[src/rtl/sobel_frame_seq.sv]
// Frame-level sequencer placed in front of sobel_ctrl.
// Admits exactly one frame of gray pixels per start request and tracks the input
// raster position. Window results are counted to detect frame completion. A
// shadow threshold is committed only at frame start, and a drain watchdog bounds
// the wait for trailing results.
module sobel_frame_seq #(
    parameter int IMAGE_WIDTH   = 1920,
    parameter int IMAGE_HEIGHT  = 1080,
    parameter int DATA_WIDTH    = 8,
    parameter int DRAIN_TIMEOUT = 4096
) (
    input  logic                  clk,
    input  logic                  rst_n,
    input  logic                  start,
    input  logic                  abort,
    input  logic [15:0]           cfg_thresh,
    input  logic                  cfg_load,
    input  logic                  s_valid,
    input  logic [DATA_WIDTH-1:0] s_data,
    output logic                  s_ready,
    output logic                  m_valid,
    output logic [DATA_WIDTH-1:0] m_data,
    input  logic                  m_ready,
    input  logic                  res_valid,
    input  logic                  res_zero,
    input  logic                  res_cov,
    output logic [15:0]           thresh_active,
    output logic                  sof,
    output logic                  eol,
    output logic                  busy,
    output logic                  frame_done,
    output logic                  err_timeout,
    output logic                  err_overrun,
    output logic [15:0]           frame_cnt
);

    localparam int TOTAL = IMAGE_WIDTH * IMAGE_HEIGHT;
    localparam int XW    = (IMAGE_WIDTH > 1) ? $clog2(IMAGE_WIDTH) : 1;
    localparam int YW    = (IMAGE_HEIGHT > 1) ? $clog2(IMAGE_HEIGHT) : 1;
    localparam int CW    = $clog2(TOTAL + 1);
    localparam int IW    = (DRAIN_TIMEOUT > 1) ? $clog2(DRAIN_TIMEOUT) : 1;

    localparam logic [XW-1:0] X_LAST = XW'(IMAGE_WIDTH - 1);
    localparam logic [YW-1:0] Y_LAST = YW'(IMAGE_HEIGHT - 1);
    localparam logic [CW-1:0] C_FULL = CW'(TOTAL);
    localparam logic [IW-1:0] I_LAST = IW'(DRAIN_TIMEOUT - 1);

    typedef enum logic [1:0] {
        ST_IDLE  = 2'd0,
        ST_RUN   = 2'd1,
        ST_DRAIN = 2'd2,
        ST_DONE  = 2'd3
    } state_t;

    state_t          state_q, state_d;
    logic [XW-1:0]   in_x_q, in_x_d;
    logic [YW-1:0]   in_y_q, in_y_d;
    logic [CW-1:0]   out_cnt_q, out_cnt_d;
    logic [IW-1:0]   idle_cnt_q, idle_cnt_d;
    logic [15:0]     pend_q, pend_d;
    logic [15:0]     thresh_q, thresh_d;
    logic [15:0]     frame_cnt_q, frame_cnt_d;
    logic            frame_done_q, frame_done_d;
    logic            busy_q, busy_d;
    logic            err_to_q, err_to_d;
    logic            err_ov_q, err_ov_d;

    logic            run_s;
    logic            hs_in_s;
    logic            res_ev_s;
    logic            last_px_s;
    logic            cnt_full_s;

    // Zero-latency stream gating, handshake and result decode
    always_comb begin
        run_s      = (state_q == ST_RUN);
        m_data     = s_data;
        m_valid    = s_valid & run_s;
        s_ready    = m_ready & run_s;
        hs_in_s    = s_valid & m_ready & run_s;
        res_ev_s   = res_valid & (res_zero | res_cov);
        cnt_full_s = (out_cnt_q == C_FULL);
        sof        = hs_in_s & (in_x_q == {XW{1'b0}}) & (in_y_q == {YW{1'b0}});
        eol        = hs_in_s & (in_x_q == X_LAST);
        last_px_s  = hs_in_s & (in_x_q == X_LAST) & (in_y_q == Y_LAST);
    end

    // Next-state, counters, shadow threshold and status flags
    always_comb begin
        state_d      = state_q;
        in_x_d       = in_x_q;
        in_y_d       = in_y_q;
        out_cnt_d    = out_cnt_q;
        idle_cnt_d   = idle_cnt_q;
        thresh_d     = thresh_q;
        frame_cnt_d  = frame_cnt_q;
        err_to_d     = err_to_q;
        err_ov_d     = err_ov_q | (res_ev_s & cnt_full_s);
        pend_d       = cfg_load ? cfg_thresh : pend_q;

        // results only count while a frame is in flight and never past a full frame
        if (((state_q == ST_RUN) || (state_q == ST_DRAIN)) && res_ev_s && !cnt_full_s) begin
            out_cnt_d = out_cnt_q + CW'(1);
        end else begin
            out_cnt_d = out_cnt_q;
        end

        if (res_ev_s) begin
            idle_cnt_d = {IW{1'b0}};
        end else if (state_q == ST_DRAIN) begin
            idle_cnt_d = idle_cnt_q + IW'(1);
        end else begin
            idle_cnt_d = idle_cnt_q;
        end

        case (state_q)
            ST_IDLE: begin
                if (start && !abort) begin
                    state_d    = ST_RUN;
                    // a load in the same cycle as start is the value that takes effect
                    thresh_d   = cfg_load ? cfg_thresh : pend_q;
                    in_x_d     = {XW{1'b0}};
                    in_y_d     = {YW{1'b0}};
                    out_cnt_d  = {CW{1'b0}};
                    idle_cnt_d = {IW{1'b0}};
                    err_to_d   = 1'b0;
                    err_ov_d   = 1'b0;
                end else begin
                    state_d = ST_IDLE;
                end
            end
            ST_RUN: begin
                if (hs_in_s) begin
                    if (in_x_q == X_LAST) begin
                        in_x_d = {XW{1'b0}};
                        in_y_d = (in_y_q == Y_LAST) ? {YW{1'b0}} : (in_y_q + YW'(1));
                    end else begin
                        in_x_d = in_x_q + XW'(1);
                    end
                end else begin
                    in_x_d = in_x_q;
                end
                if (last_px_s) begin
                    state_d = ST_DRAIN;
                end else begin
                    state_d = ST_RUN;
                end
            end
            ST_DRAIN: begin
                if (out_cnt_d == C_FULL) begin
                    state_d = ST_DONE;
                end else if (!res_ev_s && (idle_cnt_q == I_LAST)) begin
                    err_to_d = 1'b1;
                    state_d  = ST_DONE;
                end else begin
                    state_d = ST_DRAIN;
                end
            end
            ST_DONE: begin
                state_d = ST_IDLE;
            end
            default: begin
                state_d = ST_IDLE;
            end
        endcase

        // abort wins over everything: drop the frame, keep the error history
        if (abort) begin
            state_d    = ST_IDLE;
            in_x_d     = {XW{1'b0}};
            in_y_d     = {YW{1'b0}};
            out_cnt_d  = {CW{1'b0}};
            idle_cnt_d = {IW{1'b0}};
            err_to_d   = err_to_q;
        end else begin
            state_d = state_d;
        end

        frame_done_d = (state_d == ST_DONE);
        if (state_d == ST_DONE) begin
            frame_cnt_d = frame_cnt_q + 16'd1;
        end else begin
            frame_cnt_d = frame_cnt_q;
        end
        busy_d = (state_d == ST_RUN) || (state_d == ST_DRAIN);
    end

    // State and datapath registers with asynchronous reset
    always_ff @(posedge clk or negedge rst_n) begin
        if (!rst_n) begin
            state_q      <= ST_IDLE;
            in_x_q       <= {XW{1'b0}};
            in_y_q       <= {YW{1'b0}};
            out_cnt_q    <= {CW{1'b0}};
            idle_cnt_q   <= {IW{1'b0}};
            pend_q       <= 16'd0;
            thresh_q     <= 16'd0;
            frame_cnt_q  <= 16'd0;
            frame_done_q <= 1'b0;
            busy_q       <= 1'b0;
            err_to_q     <= 1'b0;
            err_ov_q     <= 1'b0;
        end else begin
            state_q      <= state_d;
            in_x_q       <= in_x_d;
            in_y_q       <= in_y_d;
            out_cnt_q    <= out_cnt_d;
            idle_cnt_q   <= idle_cnt_d;
            pend_q       <= pend_d;
            thresh_q     <= thresh_d;
            frame_cnt_q  <= frame_cnt_d;
            frame_done_q <= frame_done_d;
            busy_q       <= busy_d;
            err_to_q     <= err_to_d;
            err_ov_q     <= err_ov_d;
        end
    end

    assign thresh_active = thresh_q;
    assign busy          = busy_q;
    assign frame_done    = frame_done_q;
    assign err_timeout   = err_to_q;
    assign err_overrun   = err_ov_q;
    assign frame_cnt     = frame_cnt_q;

endmodule
[config.mk]
export PLATFORM = sky130hd
export DESIGN_NAME = sobel_frame_seq
export DESIGN_NICKNAME = d
export VERILOG_FILES = /design/src/rtl/sobel_frame_seq.sv
export SDC_FILE = /design/constraint.sdc
export NUM_CORES = 1
export LEC_CHECK = 0
export BUFFER_PORTS_ARGS = -buffer_cell sky130_fd_sc_hd__buf_2
export CAP_MARGIN = 25
export CORE_MARGIN = 3
export CORE_UTILIZATION = 33
export CTS_CLUSTER_DIAMETER = 150
export DETAILED_ROUTE_END_ITERATION = 10
export PLACE_DENSITY = 0.5
export SLEW_MARGIN = 20
export SYNTH_ARGS = -nofsm -noshare
export SYNTH_HDL_FRONTEND = slang
export SYNTH_SLANG_ARGS = --single-unit
[constraint.sdc]
create_clock -name clk -period 3.3 [get_ports clk]
set_input_delay 0.66 -clock clk [delete_from_list [all_inputs] [get_ports clk]]
set_output_delay 0.66 -clock clk [all_outputs]
set_load 0.05 [all_outputs]
==> results of run 1 <==
[through the flow]
step                 util  std cells  hold WS [ns]  instance area, µm²  setup TNS (ns)
finish              0.431        896         0.294                7140               0
global placement    0.392        860         0.459                6500           -1.86
CTS                 0.420        883         0.312                6960               0
global route        0.431        896         0.340                7140         -0.0251
floorplan               -        550         0.364                5630               0
detailed placement  0.392        860         0.463                6500           -3.63
[worst paths after layout]
| kind | start | end |
|---|---|---|
| setup / recovery | out_cnt_q[11] | err_timeout |
| hold / removal | rst_n | thresh_active[10] |
| setup reg to reg | out_cnt_q[11] | err_timeout |
| hold reg to reg | frame_cnt[15] | frame_cnt[15] |
| max in group asynchronous | rst_n | out_cnt_q[7] |
| min in group clk | frame_cnt[15] | frame_cnt[15] |
[routing by layer]
metal	track usage	vias to the layer above	part of all wire
li1	-	2158	-
met1	0.186	2211	0.45
met2	0.252	59	0.52
met3	0.0196	20	0.019
met4	0.0582	0	0.019
met5	0	-	0
[kinds of logic (layout without fill, tap and decap cells)]
group | Yosys count | count (layout)
AND/OR/NAND/NOR | 222 | 222
flip-flops | 109 | 109
AO/OA/AOI/OAI | 71 | 71
XOR/XNOR | 53 | 53
buffers and inverters | 46 | 172
multiplexers | 36 | 36
adder cells (fa/ha/maj) | 13 | 13
[final cells by class]
class / instances / area share
Clock buffer: 10 / 0.0320
Clock inverter: 6 / 0.00718
Inverter: 16 / 0.00841
Multi-Input combinational cell: 395 / 0.403
Sequential cell: 109 / 0.382
Tap cell: 220 / 0.0385
Timing Repair Buffer: 140 / 0.129
[cells in the final DEF, fill, tap and decap left out, types with 13 or more instances in the layout]
cell,instances
sky130_fd_sc_hd__dfrtp_1,107
sky130_fd_sc_hd__buf_4,70
sky130_fd_sc_hd__buf_2,64
sky130_fd_sc_hd__nor2_1,61
sky130_fd_sc_hd__nand2_1,43
sky130_fd_sc_hd__mux2_2,33
sky130_fd_sc_hd__xnor2_1,28
sky130_fd_sc_hd__o21ai_0,28
sky130_fd_sc_hd__nand4_1,24
sky130_fd_sc_hd__xor2_1,24
sky130_fd_sc_hd__nand3_1,20
sky130_fd_sc_hd__inv_1,13
sky130_fd_sc_hd__and3_1,13
[critical path: stages, from the launching register on]
cell and delay, ns:
sky130_fd_sc_hd__dfrtp_1 0.39, sky130_fd_sc_hd__nor4bb_1 0.56, sky130_fd_sc_hd__nand3_2 0.16, sky130_fd_sc_hd__nor2_2 0.18, sky130_fd_sc_hd__o211ai_1 0.18, sky130_fd_sc_hd__a2111oi_4 0.34
sky130_fd_sc_hd__nand3_2 0.15, sky130_fd_sc_hd__buf_6 0.15, sky130_fd_sc_hd__buf_4 0.12, sky130_fd_sc_hd__buf_4 0.12, sky130_fd_sc_hd__buf_4 0.12, sky130_fd_sc_hd__buf_4 0.12
sky130_fd_sc_hd__buf_4 0.12, sky130_fd_sc_hd__buf_4 0.12, sky130_fd_sc_hd__a41o_1 0.19
[power breakdown]
group	switching, µW	leakage (µW)	total, µW	internal, µW
combinational	355	0.00162	507	153
clock	534	0.000140	1060	529
sequential	32.3	0.00145	1440	1410
[repair_timing]
item	4_1_cts	5_1_grt
hold buffers	0	0
resized for setup	25	19
endpoints found under the setup margin	15	13
pin swaps	8	12
setup buffers	9	14
[sequential cells by signal (all words and copies together), names as in the netlist, 2 cells and up]
signal and cells:
out_cnt_q 21, frame_cnt 16, pend_q 16, thresh_active 16
idle_cnt_q 12, in_x_q 11, in_y_q 11, state_q 2
==> flow_metrics.py, run 1 <==
metrics = {
    "routing": {
        "route.vias.total": 4448,
        "drt-wirelength-per-cell_um": 15.0,
        "drcViolationCount": 0,
        "routed_wirelength_mm": 13.4,
        "drt-initial-drc-count": 245,
        "dr.pass1.iters": 4,
        "vias_per_cell": 4.96,
        "detail-route-antenna-nets": 0,
    },
    "sta": {
        "final.min_clock_period_ns": 3.11,
        "fin_ws_ns": 0.186,
        "worst_slew_pin_slew_ns": 0.604,
        "max-slew-margin-rel": 0.592,
        "layout_worst_path_cycle_share": 0.944,
        "max_clock_freq_ghz": 0.321,
        "setup-violations-final": 0,
        "final-max-slew-violation-count": 0,
        "timing.final.hold_violations": 0,
        "skew_ns": 0.00922,
    },
    "die": {
        "floorplan.die.width_um": 136,
        "die_area_um2": 18600,
        "dieHeight_um": 136,
        "pin_count": 82,
        "standard_cell_row_count": 47,
        "start_util": 0.338,
        "design.core.area_um2": 16600,
    },
    "grt": {
        "pin_count_of_the_biggest_net_entering_global_routing": 68,
        "grt_usage": 0.146,
        "grt_first_pass_wirelength_mm": 21.9,
        "globalRouteOverflowTotal": 0,
        "antenna_found_initial": 0,
        "number_of_global_route_vias_before_repair": 4412,
    },
    "power": {
        "total_leakage_power_uw": 0.00321,
        "total_power_uw": 3010,
        "vdd.ir_drop.worst_v": 0.000282,
        "cellPowerDensity_nw_per_um2": 422,
    },
    "finish": {
        "area_growth_syn_to_layout_pct": 27.5,
        "layout.filler_cells": 1618,
        "layout.area.seq_um2": 2730,
        "fin_nets": 718,
        "multiInputGateArea_um2": 2880,
        "final_layout_size_suffix_gt1_frac": 0.339,
        "insertedDiodeCount": 0,
    },
    "clocking": {
        "numCtsBuffers": 9,
        "cts.root.buffer_cell": "sky130_fd_sc_hd__clkbuf_16",
        "cts.reportedPaths.clkPinSlew_ns": 0.08,
        "max-clock-path-buffers": 2,
        "clock_insertion_delay_worst_skew_ns": 0.36,
        "numClockSinks": 109,
        "tritoncts_clock_tree": "built",
        "h-tree-depth": 3,
    },
    "yosys": {
        "yosys.area_share.xor_xnor": 0.0828,
        "synth_area_in_compound_gates": 0.0831,
        "synth_simple_gate_area_share": 0.208,
        "yosysTopAreaCell": "sky130_fd_sc_hd__dfrtp_1",
        "flip_flop_and_latch_count_after_synthesis": 109,
        "synth.distinct_cells": 57,
        "synth.top_cell.area_share": 0.487,
        "mappedNetlistArea_um2": 5600,
        "synthCells": 550,
        "yosys_warnings": 0,
        "synth_top_cells_by_count": "sky130_fd_sc_hd__dfrtp_1 (109), sky130_fd_sc_hd__nor2_1 (64), sky130_fd_sc_hd__nand2_1 (43)",
        "synth_seq_area_share": 0.487,
        "synth.top_cells.by_area": "sky130_fd_sc_hd__dfrtp_1 (49%), sky130_fd_sc_hd__mux2_2 (6.6%), sky130_fd_sc_hd__xnor2_1 (4.4%), sky130_fd_sc_hd__nor2_1 (4.3%), sky130_fd_sc_hd__xor2_1 (3.9%)",
        "post_synthesis_mux_area_share": 0.0717,
        "synth_async_sr_flop_share": 1.00,
        "synth-main-ff-cell": "sky130_fd_sc_hd__dfrtp_1",
        "post-synth-top-count-cell": "sky130_fd_sc_hd__dfrtp_1",
        "postSynthNetCount": 597,
        "post_synth_fa_ha_maj_area_fraction": 0.0290,
        "postSynthAreaPerCell_um2": 10.2,
        "number_of_enable_flip_flop_cells_after_synthesis": 0,
        "main_combinational_cell_family_by_area_after_synthesis": "simple AND/OR/NAND/NOR gates",
    },
    "place": {
        "dpl_worst_slack_ns": -0.373,
        "port_buffers": 65,
        "place.detailed.hpwl_mm": 9.47,
        "gp_routability_congestion": 0.899,
    },
    "critical_path": {
        "critical_path_arrival_ns": 3.36,
        "criticalPathCategory": "register to register",
        "r2r_setup_slack_ns": 0.19,
        "reg2regPathDepth": 14,
        "data_required_time_at_the_worst_endpoint_ns": 3.55,
        "setup.worst_path.start_class": "register",
        "cp-end-kind": "register",
        "cp_max_fo": 4,
    },
    "status": {
        "run_status": "completed",
    },
    "hold_path": {
        "hp-class": "input port to asynchronous set/reset pin",
    },
    "run": {
        "maxCapViolCount": 0,
    },
}
Power figures use the tool's default switching activity.
==> inputs of run 2 (changes only) <==
--- a/config.mk
+++ b/config.mk
@@ -7,11 +7,13 @@
 export LEC_CHECK = 0
 export BUFFER_PORTS_ARGS = -buffer_cell sky130_fd_sc_hd__buf_2
 export CAP_MARGIN = 25
+export CELL_PAD_IN_SITES_DETAIL_PLACEMENT = 0
+export CELL_PAD_IN_SITES_GLOBAL_PLACEMENT = 1
 export CORE_MARGIN = 3
 export CORE_UTILIZATION = 33
 export CTS_CLUSTER_DIAMETER = 150
 export DETAILED_ROUTE_END_ITERATION = 10
-export PLACE_DENSITY = 0.5
+export PLACE_DENSITY = 0.61
 export SLEW_MARGIN = 20
 export SYNTH_ARGS = -nofsm -noshare
 export SYNTH_HDL_FRONTEND = slang
==> run 2 against run 1 <==
  * Critical path depth is 2 higher
  * Clock-buffer cell count stayed put
  * First-iteration DRC count is 18% higher
  * Critical path type unchanged
  * Highest routed layer unchanged
==> flow_metrics.py, run 2 (synthesized netlist as in run 1, its figures left out) <==
metrics = {
    "finish": {
        "largest_reg_flops": 21,
        "insertedDiodeCount": 0,
        "area_growth_syn_to_layout_pct": 26.4,
        "most_frequent_cells_in_the_layout": "sky130_fd_sc_hd__dfrtp_1 (108), sky130_fd_sc_hd__buf_2 (64), sky130_fd_sc_hd__nor2_1 (60)",
        "layout.cell_area.non_filler_um2": 7080,
        "final_core_util": 0.427,
        "most_common_library_cell_in_the_layout_ignoring_fill_and_taps": "sky130_fd_sc_hd__dfrtp_1",
        "largest_register": "out_cnt_q",
        "fin_nets": 705,
        "final_layout_size_suffix_gt1_frac": 0.327,
    },
    "sta": {
        "layout_worst_path_cycle_share": 0.943,
        "final.min_clock_period_ns": 3.11,
        "final-max-slew-violation-count": 0,
        "worst_slew_pin_slew_ns": 0.960,
        "fin_ws_ns": 0.189,
        "max-slew-margin-rel": 0.358,
        "timing.final.hold_violations": 0,
        "max_clock_freq_ghz": 0.321,
        "setup-violations-final": 0,
        "skew_ns": 0.00925,
    },
    "power": {
        "total_leakage_power_uw": 0.00319,
        "total_power_uw": 3090,
        "p_switching_uw": 907,
        "switching_share": 0.293,
        "power.sequential.fraction": 0.466,
        "clkPwrFrac": 0.371,
        "vdd.ir_drop.worst_v": 0.000265,
        "internal-power_uw": 2190,
        "power_frac_comb": 0.163,
        "cellPowerDensity_nw_per_um2": 437,
    },
    "place": {
        "dpl_cell_area_um2": 6510,
        "gp_routability_congestion": 0.815,
        "dpl_worst_slack_ns": -0.365,
        "port_buffers": 65,
        "place.detailed.hpwl_mm": 9.39,
    },
    "clocking": {
        "cts.root.buffer_cell": "sky130_fd_sc_hd__clkbuf_16",
        "clock_insertion_delay_worst_skew_ns": 0.35,
        "numCtsBuffers": 9,
        "tritoncts_clock_tree": "built",
        "h-tree-depth": 3,
        "numClockSinks": 109,
        "cts.reportedPaths.clkPinSlew_ns": 0.08,
        "max-clock-path-buffers": 2,
    },
    "routing": {
        "detail-route-antenna-nets": 0,
        "drt-wirelength-per-cell_um": 14.8,
        "route.vias.total": 4377,
        "vias_per_cell": 4.96,
        "drcViolationCount": 0,
        "drt-initial-drc-count": 290,
        "dr.pass1.iters": 4,
        "routed_wirelength_mm": 13.1,
    },
    "critical_path": {
        "cp-end-kind": "register",
        "cp_max_fo": 5,
        "r2r_setup_slack_ns": 0.19,
        "setup.worst_path.start_class": "register",
        "crit-reg2reg-launch": "out_cnt_q[0]",
        "critical_path_arrival_ns": 3.36,
        "data_required_time_at_the_worst_endpoint_ns": 3.55,
        "crit-reg2reg-capture": "frame_cnt[7]",
        "criticalPathCategory": "register to register",
        "reg2regPathDepth": 16,
    },
    "grt": {
        "globalRouteOverflowTotal": 0,
        "pin_count_of_the_biggest_net_entering_global_routing": 110,
        "grt_first_pass_wirelength_mm": 21.5,
        "grt_usage": 0.146,
        "number_of_global_route_vias_before_repair": 4276,
        "antenna_found_initial": 0,
    },
    "die": {
        "pin_count": 82,
        "start_util": 0.338,
        "standard_cell_row_count": 47,
        "dieHeight_um": 136,
        "floorplan.die.width_um": 136,
        "design.core.area_um2": 16600,
        "die_area_um2": 18600,
    },
    "hold_path": {
        "hp-class": "input port to asynchronous set/reset pin",
    },
    "run": {
        "maxCapViolCount": 0,
    },
    "status": {
        "run_status": "completed",
    },
}
==> run 2: cell count changes in the layout (fill, tap and decap cells not counted), sizes merged <==
cell and delta:
bufinv +1, clkinvlp +1, clkinv +2, buf -13, inv -4
==> run 2: power groups by stage <==
| stage | Sequential [µW] | Combinational (µW) | Clock, µW |
|---|---|---|---|
| final | 1440 | 505 | 1150 |
| after global routing | 1450 | 539 | 1240 |
| after CTS | 1440 | 508 | 1190 |
| after detailed placement | 1470 | 503 | 0 |
| after global placement | 1470 | 498 | 0 |
| after floorplan | 1650 | 183 | 0 |
==> run 2: worst max path at each step <==
stage | startpoint | to | slack, ns | cells past startpoint
after floorplan | in_y_q[6] | sof | 0.02 | 4
after global placement | out_cnt_q[0] | frame_cnt[7] | -0.37 | 17
after detailed placement | out_cnt_q[0] | frame_cnt[7] | -0.37 | 17
after CTS | out_cnt_q[0] | frame_cnt[15] | 0.03 | 15
after global routing | out_cnt_q[10] | frame_cnt[7] | -0.03 | 16
final | out_cnt_q[0] | frame_cnt[7] | 0.19 | 16
==> run 2: worst max-delay path: stages (launching register included) <==
cell                        delay, ns
sky130_fd_sc_hd__dfrtp_1         0.39
sky130_fd_sc_hd__buf_4           0.16
sky130_fd_sc_hd__ha_2            0.20
sky130_fd_sc_hd__buf_4           0.16
sky130_fd_sc_hd__nand3_2         0.10
sky130_fd_sc_hd__nor4_4          0.05
sky130_fd_sc_hd__nor3b_1         0.20
sky130_fd_sc_hd__nand4_1         0.18
sky130_fd_sc_hd__a2111oi_4       0.36
sky130_fd_sc_hd__nand3_2         0.12
sky130_fd_sc_hd__a21oi_2         0.19
sky130_fd_sc_hd__ha_2            0.21
sky130_fd_sc_hd__nand4_1         0.14
sky130_fd_sc_hd__buf_4           0.19
sky130_fd_sc_hd__nor2_2          0.12
sky130_fd_sc_hd__nand3_1         0.10
sky130_fd_sc_hd__xnor2_1         0.14
==> run 2: cell type report <==
cell class | instances | area, µm²
clock buffers | 10 | 239
clock inverters | 6 | 82.6
fillers | 1619 | 9500
inverters | 16 | 60.1
multi-input cells | 395 | 2880
flip-flops and latches | 109 | 2730
well taps | 220 | 275
repair buffers | 127 | 817
==> run 2: per-stage QoR <==
step | instances | hold slack [ns] | setup TNS [ns]
after global placement | 861 | 0.464 | -4.15
final | 883 | 0.347 | 0
after floorplan | 550 | 0.364 | 0
after global routing | 883 | 0.415 | -0.0499
after detailed placement | 861 | 0.466 | -3.96
after CTS | 877 | 0.390 | 0
==> run 2: layer usage <==
metal  global-route usage  wire, µm  vias up
li1                     -         -     2142
met1                0.190      5930     2174
met2                0.243      6610       49
met3               0.0326       418       12
met4               0.0431       146        0
met5                    0         0        -
==> run 2: what timing repair did <==
action	CTS	global route
setup endpoints to repair	14	13
gates resized for setup	18	24
hold buffers	0	0
pin swaps	4	12
buffers inserted	1	6
==> inputs of run 3 (changes only) <==
--- a/config.mk
+++ b/config.mk
@@ -7,13 +7,13 @@
 export LEC_CHECK = 0
 export BUFFER_PORTS_ARGS = -buffer_cell sky130_fd_sc_hd__buf_2
 export CAP_MARGIN = 25
-export CELL_PAD_IN_SITES_DETAIL_PLACEMENT = 0
-export CELL_PAD_IN_SITES_GLOBAL_PLACEMENT = 1
+export CELL_PAD_IN_SITES_DETAIL_PLACEMENT = 1
+export CELL_PAD_IN_SITES_GLOBAL_PLACEMENT = 2
 export CORE_MARGIN = 3
 export CORE_UTILIZATION = 33
 export CTS_CLUSTER_DIAMETER = 150
 export DETAILED_ROUTE_END_ITERATION = 10
-export PLACE_DENSITY = 0.61
+export PLACE_DENSITY = 0.73
 export SLEW_MARGIN = 20
 export SYNTH_ARGS = -nofsm -noshare
 export SYNTH_HDL_FRONTEND = slang
==> run 3 against run 2 <==
  * The run now ends with negative setup slack left
  * Utilization increased by 1.5 points
  * Combinational power increased by 3%
  * Final cell count increased by 2.7%
  * First-iteration DRC count decreased by 54%
  * Cell area increased by 3.4%
  * Power increased by 1.0%
  * Critical path type unchanged
  * Critical endpoint is now frame_cnt[3]
==> flow_metrics.py, run 3 (synthesized netlist as in run 1, its figures left out) <==
metrics = {
    "status": {
        "run_status": "complete, but fails checks",
        "violations_in_the_final_reports": "negative setup slack",
    },
    "critical_path": {
        "reg2regPathDepth": 17,
        "cp-end-kind": "register",
        "r2r_setup_slack_ns": -0.03,
        "cp_max_fo": 7,
        "worst_setup_path_endpoint": "frame_cnt[3]",
        "data_required_time_at_the_worst_endpoint_ns": 3.54,
        "crit-reg2reg-capture": "frame_cnt[3]",
        "setup.worst_path.start": "state_q[1]",
        "criticalPathCategory": "register to register",
        "setup.worst_path.start_class": "register",
        "critical_path_arrival_ns": 3.57,
        "crit-reg2reg-launch": "state_q[1]",
    },
    "grt": {
        "use_met1": 0.211,
        "grt_first_pass_wirelength_mm": 24.9,
        "use_met3": 0.0300,
        "grt_usage": 0.170,
        "grt_use_met2": 0.297,
        "globalRouteOverflowTotal": 0,
        "grt_busiest_layer": "met2",
        "pin_count_of_the_biggest_net_entering_global_routing": 68,
        "number_of_global_route_vias_before_repair": 4905,
        "antenna_found_initial": 0,
    },
    "clocking": {
        "h-tree-depth": 3,
        "numCtsBuffers": 9,
        "max-clock-path-buffers": 2,
        "hold_buffers": 0,
        "cts.reportedPaths.clkPinSlew_ns": 0.08,
        "clock_insertion_delay_worst_skew_ns": 0.36,
        "numClockSinks": 109,
        "tritoncts_clock_tree": "built",
        "cts.root.buffer_cell": "sky130_fd_sc_hd__clkbuf_16",
    },
    "sta": {
        "setup-violations-final": 3,
        "layout_worst_path_cycle_share": 1.01,
        "final.min_clock_period_ns": 3.33,
        "max_clock_freq_ghz": 0.301,
        "max-slew-margin-rel": 0.333,
        "final-max-slew-violation-count": 0,
        "fin_ws_ns": -0.0272,
        "skew_ns": 0.0112,
        "worst_slew_pin_slew_ns": 0.998,
        "timing.final.hold_violations": 0,
        "grt_setup_unrepaired": "true",
    },
    "power": {
        "cellPowerDensity_nw_per_um2": 427,
        "vdd.ir_drop.worst_v": 0.000248,
        "total_leakage_power_uw": 0.00333,
    },
    "finish": {
        "most_common_library_cell_in_the_layout_ignoring_fill_and_taps": "sky130_fd_sc_hd__dfrtp_1",
        "final_cells": 907,
        "insertedDiodeCount": 0,
        "largest_register": "out_cnt_q",
        "most_frequent_cells_in_the_layout": "sky130_fd_sc_hd__dfrtp_1 (109), sky130_fd_sc_hd__buf_4 (82), sky130_fd_sc_hd__buf_2 (64)",
        "area_growth_syn_to_layout_pct": 30.7,
        "largest_reg_flops": 21,
        "fin_nets": 729,
        "layout.filler_cells": 1914,
        "final_layout_size_suffix_gt1_frac": 0.362,
    },
    "routing": {
        "routed_wirelength_mm": 15.6,
        "detail-route-antenna-nets": 0,
        "drt-wirelength-per-cell_um": 17.2,
        "route.vias.total": 4577,
        "drt-initial-drc-count": 133,
        "drcViolationCount": 0,
        "vias_per_cell": 5.05,
        "dr.pass1.iters": 4,
    },
    "place": {
        "port_buffers": 65,
        "gp_routability_congestion": 0.922,
        "dpl_worst_slack_ns": -0.458,
        "placed_cells_incl_taps": 874,
        "place.detailed.hpwl_mm": 11.3,
    },
    "die": {
        "pin_count": 82,
        "floorplan.die.width_um": 136,
        "dieHeight_um": 136,
        "standard_cell_row_count": 47,
        "start_util": 0.338,
        "design.core.area_um2": 16600,
        "die_area_um2": 18600,
    },
    "run": {
        "maxCapViolCount": 0,
    },
    "hold_path": {
        "hp-class": "input port to asynchronous set/reset pin",
    },
}
[run 3: metal layers]
metal,share of wire,vias to the layer above
met5,0,-
li1,-,2177
met2,0.53,49
met3,0.019,19
met1,0.43,2332
met4,0.017,0
[run 3: layout make-up]
class | count | area [µm²] | share of cell area
Timing Repair Buffer | 151 | 992 | 0.135
Multi-Input combinational cell | 395 | 2960 | 0.403
Tap cell | 220 | 275 | 0.0376
Sequential cell | 109 | 2730 | 0.372
Clock inverter | 7 | 88.8 | 0.0121
Inverter | 16 | 60.1 | 0.00820
Clock buffer | 9 | 225 | 0.0307
[run 3: repair_timing]
| action | 4_1_cts | 5_1_grt |
|---|---|---|
| endpoints found under the hold margin | 0 | 0 |
| setup buffers | 5 | 14 |
| gates resized for setup | 26 | 32 |
| endpoints found under the setup margin | 15 | 14 |
| pin swaps | 12 | 19 |
[run 3: power breakdown]
group	switching, µW	internal [µW]
Clock	550	607
Sequential	36.9	1410
Combinational	364	157
[run 3: worst min path at each step]
| stage | from | endpoint | slack (ns) |
|---|---|---|---|
| global route | rst_n | in_x_q[8] | 0.46 |
| finish | rst_n | idle_cnt_q[5] | 0.40 |
| global placement | frame_cnt[15] | frame_cnt[15] | 0.46 |
| floorplan | rst_n | busy | 0.36 |
| detailed placement | err_overrun | err_overrun | 0.48 |
| CTS | rst_n | in_x_q[8] | 0.43 |
[run 3: stage by stage]
step | hold slack, ns | TNS [ns] | instance area (µm²) | util | power, µW
floorplan | 0.364 | 0 | 5630 | - | 1830
global placement | 0.465 | -4.40 | 6590 | 0.397 | 1960
detailed placement | 0.479 | -4.96 | 6590 | 0.397 | 1980
CTS | 0.434 | 0 | 7060 | 0.426 | 3170
global route | 0.464 | -1.24 | 7320 | 0.442 | 3260
finish | 0.396 | -0.0691 | 7320 | 0.442 | 3130
[run 3: critical path, cell delays in order, from the launching register on]
cell	delay, ns
sky130_fd_sc_hd__dfrtp_1	0.37
sky130_fd_sc_hd__inv_2	0.06
sky130_fd_sc_hd__ha_4	0.31
sky130_fd_sc_hd__o211ai_4	0.16
sky130_fd_sc_hd__nor4_4	0.29
sky130_fd_sc_hd__buf_4	0.17
sky130_fd_sc_hd__nand4_1	0.16
sky130_fd_sc_hd__xor2_2	0.24
sky130_fd_sc_hd__nor3_2	0.24
sky130_fd_sc_hd__nand3_4	0.10
sky130_fd_sc_hd__a21oi_2	0.12
sky130_fd_sc_hd__buf_4	0.13
sky130_fd_sc_hd__ha_4	0.14
sky130_fd_sc_hd__nand4_1	0.16
sky130_fd_sc_hd__buf_4	0.20
sky130_fd_sc_hd__buf_4	0.13
sky130_fd_sc_hd__buf_6	0.11
sky130_fd_sc_hd__xnor2_2	0.12
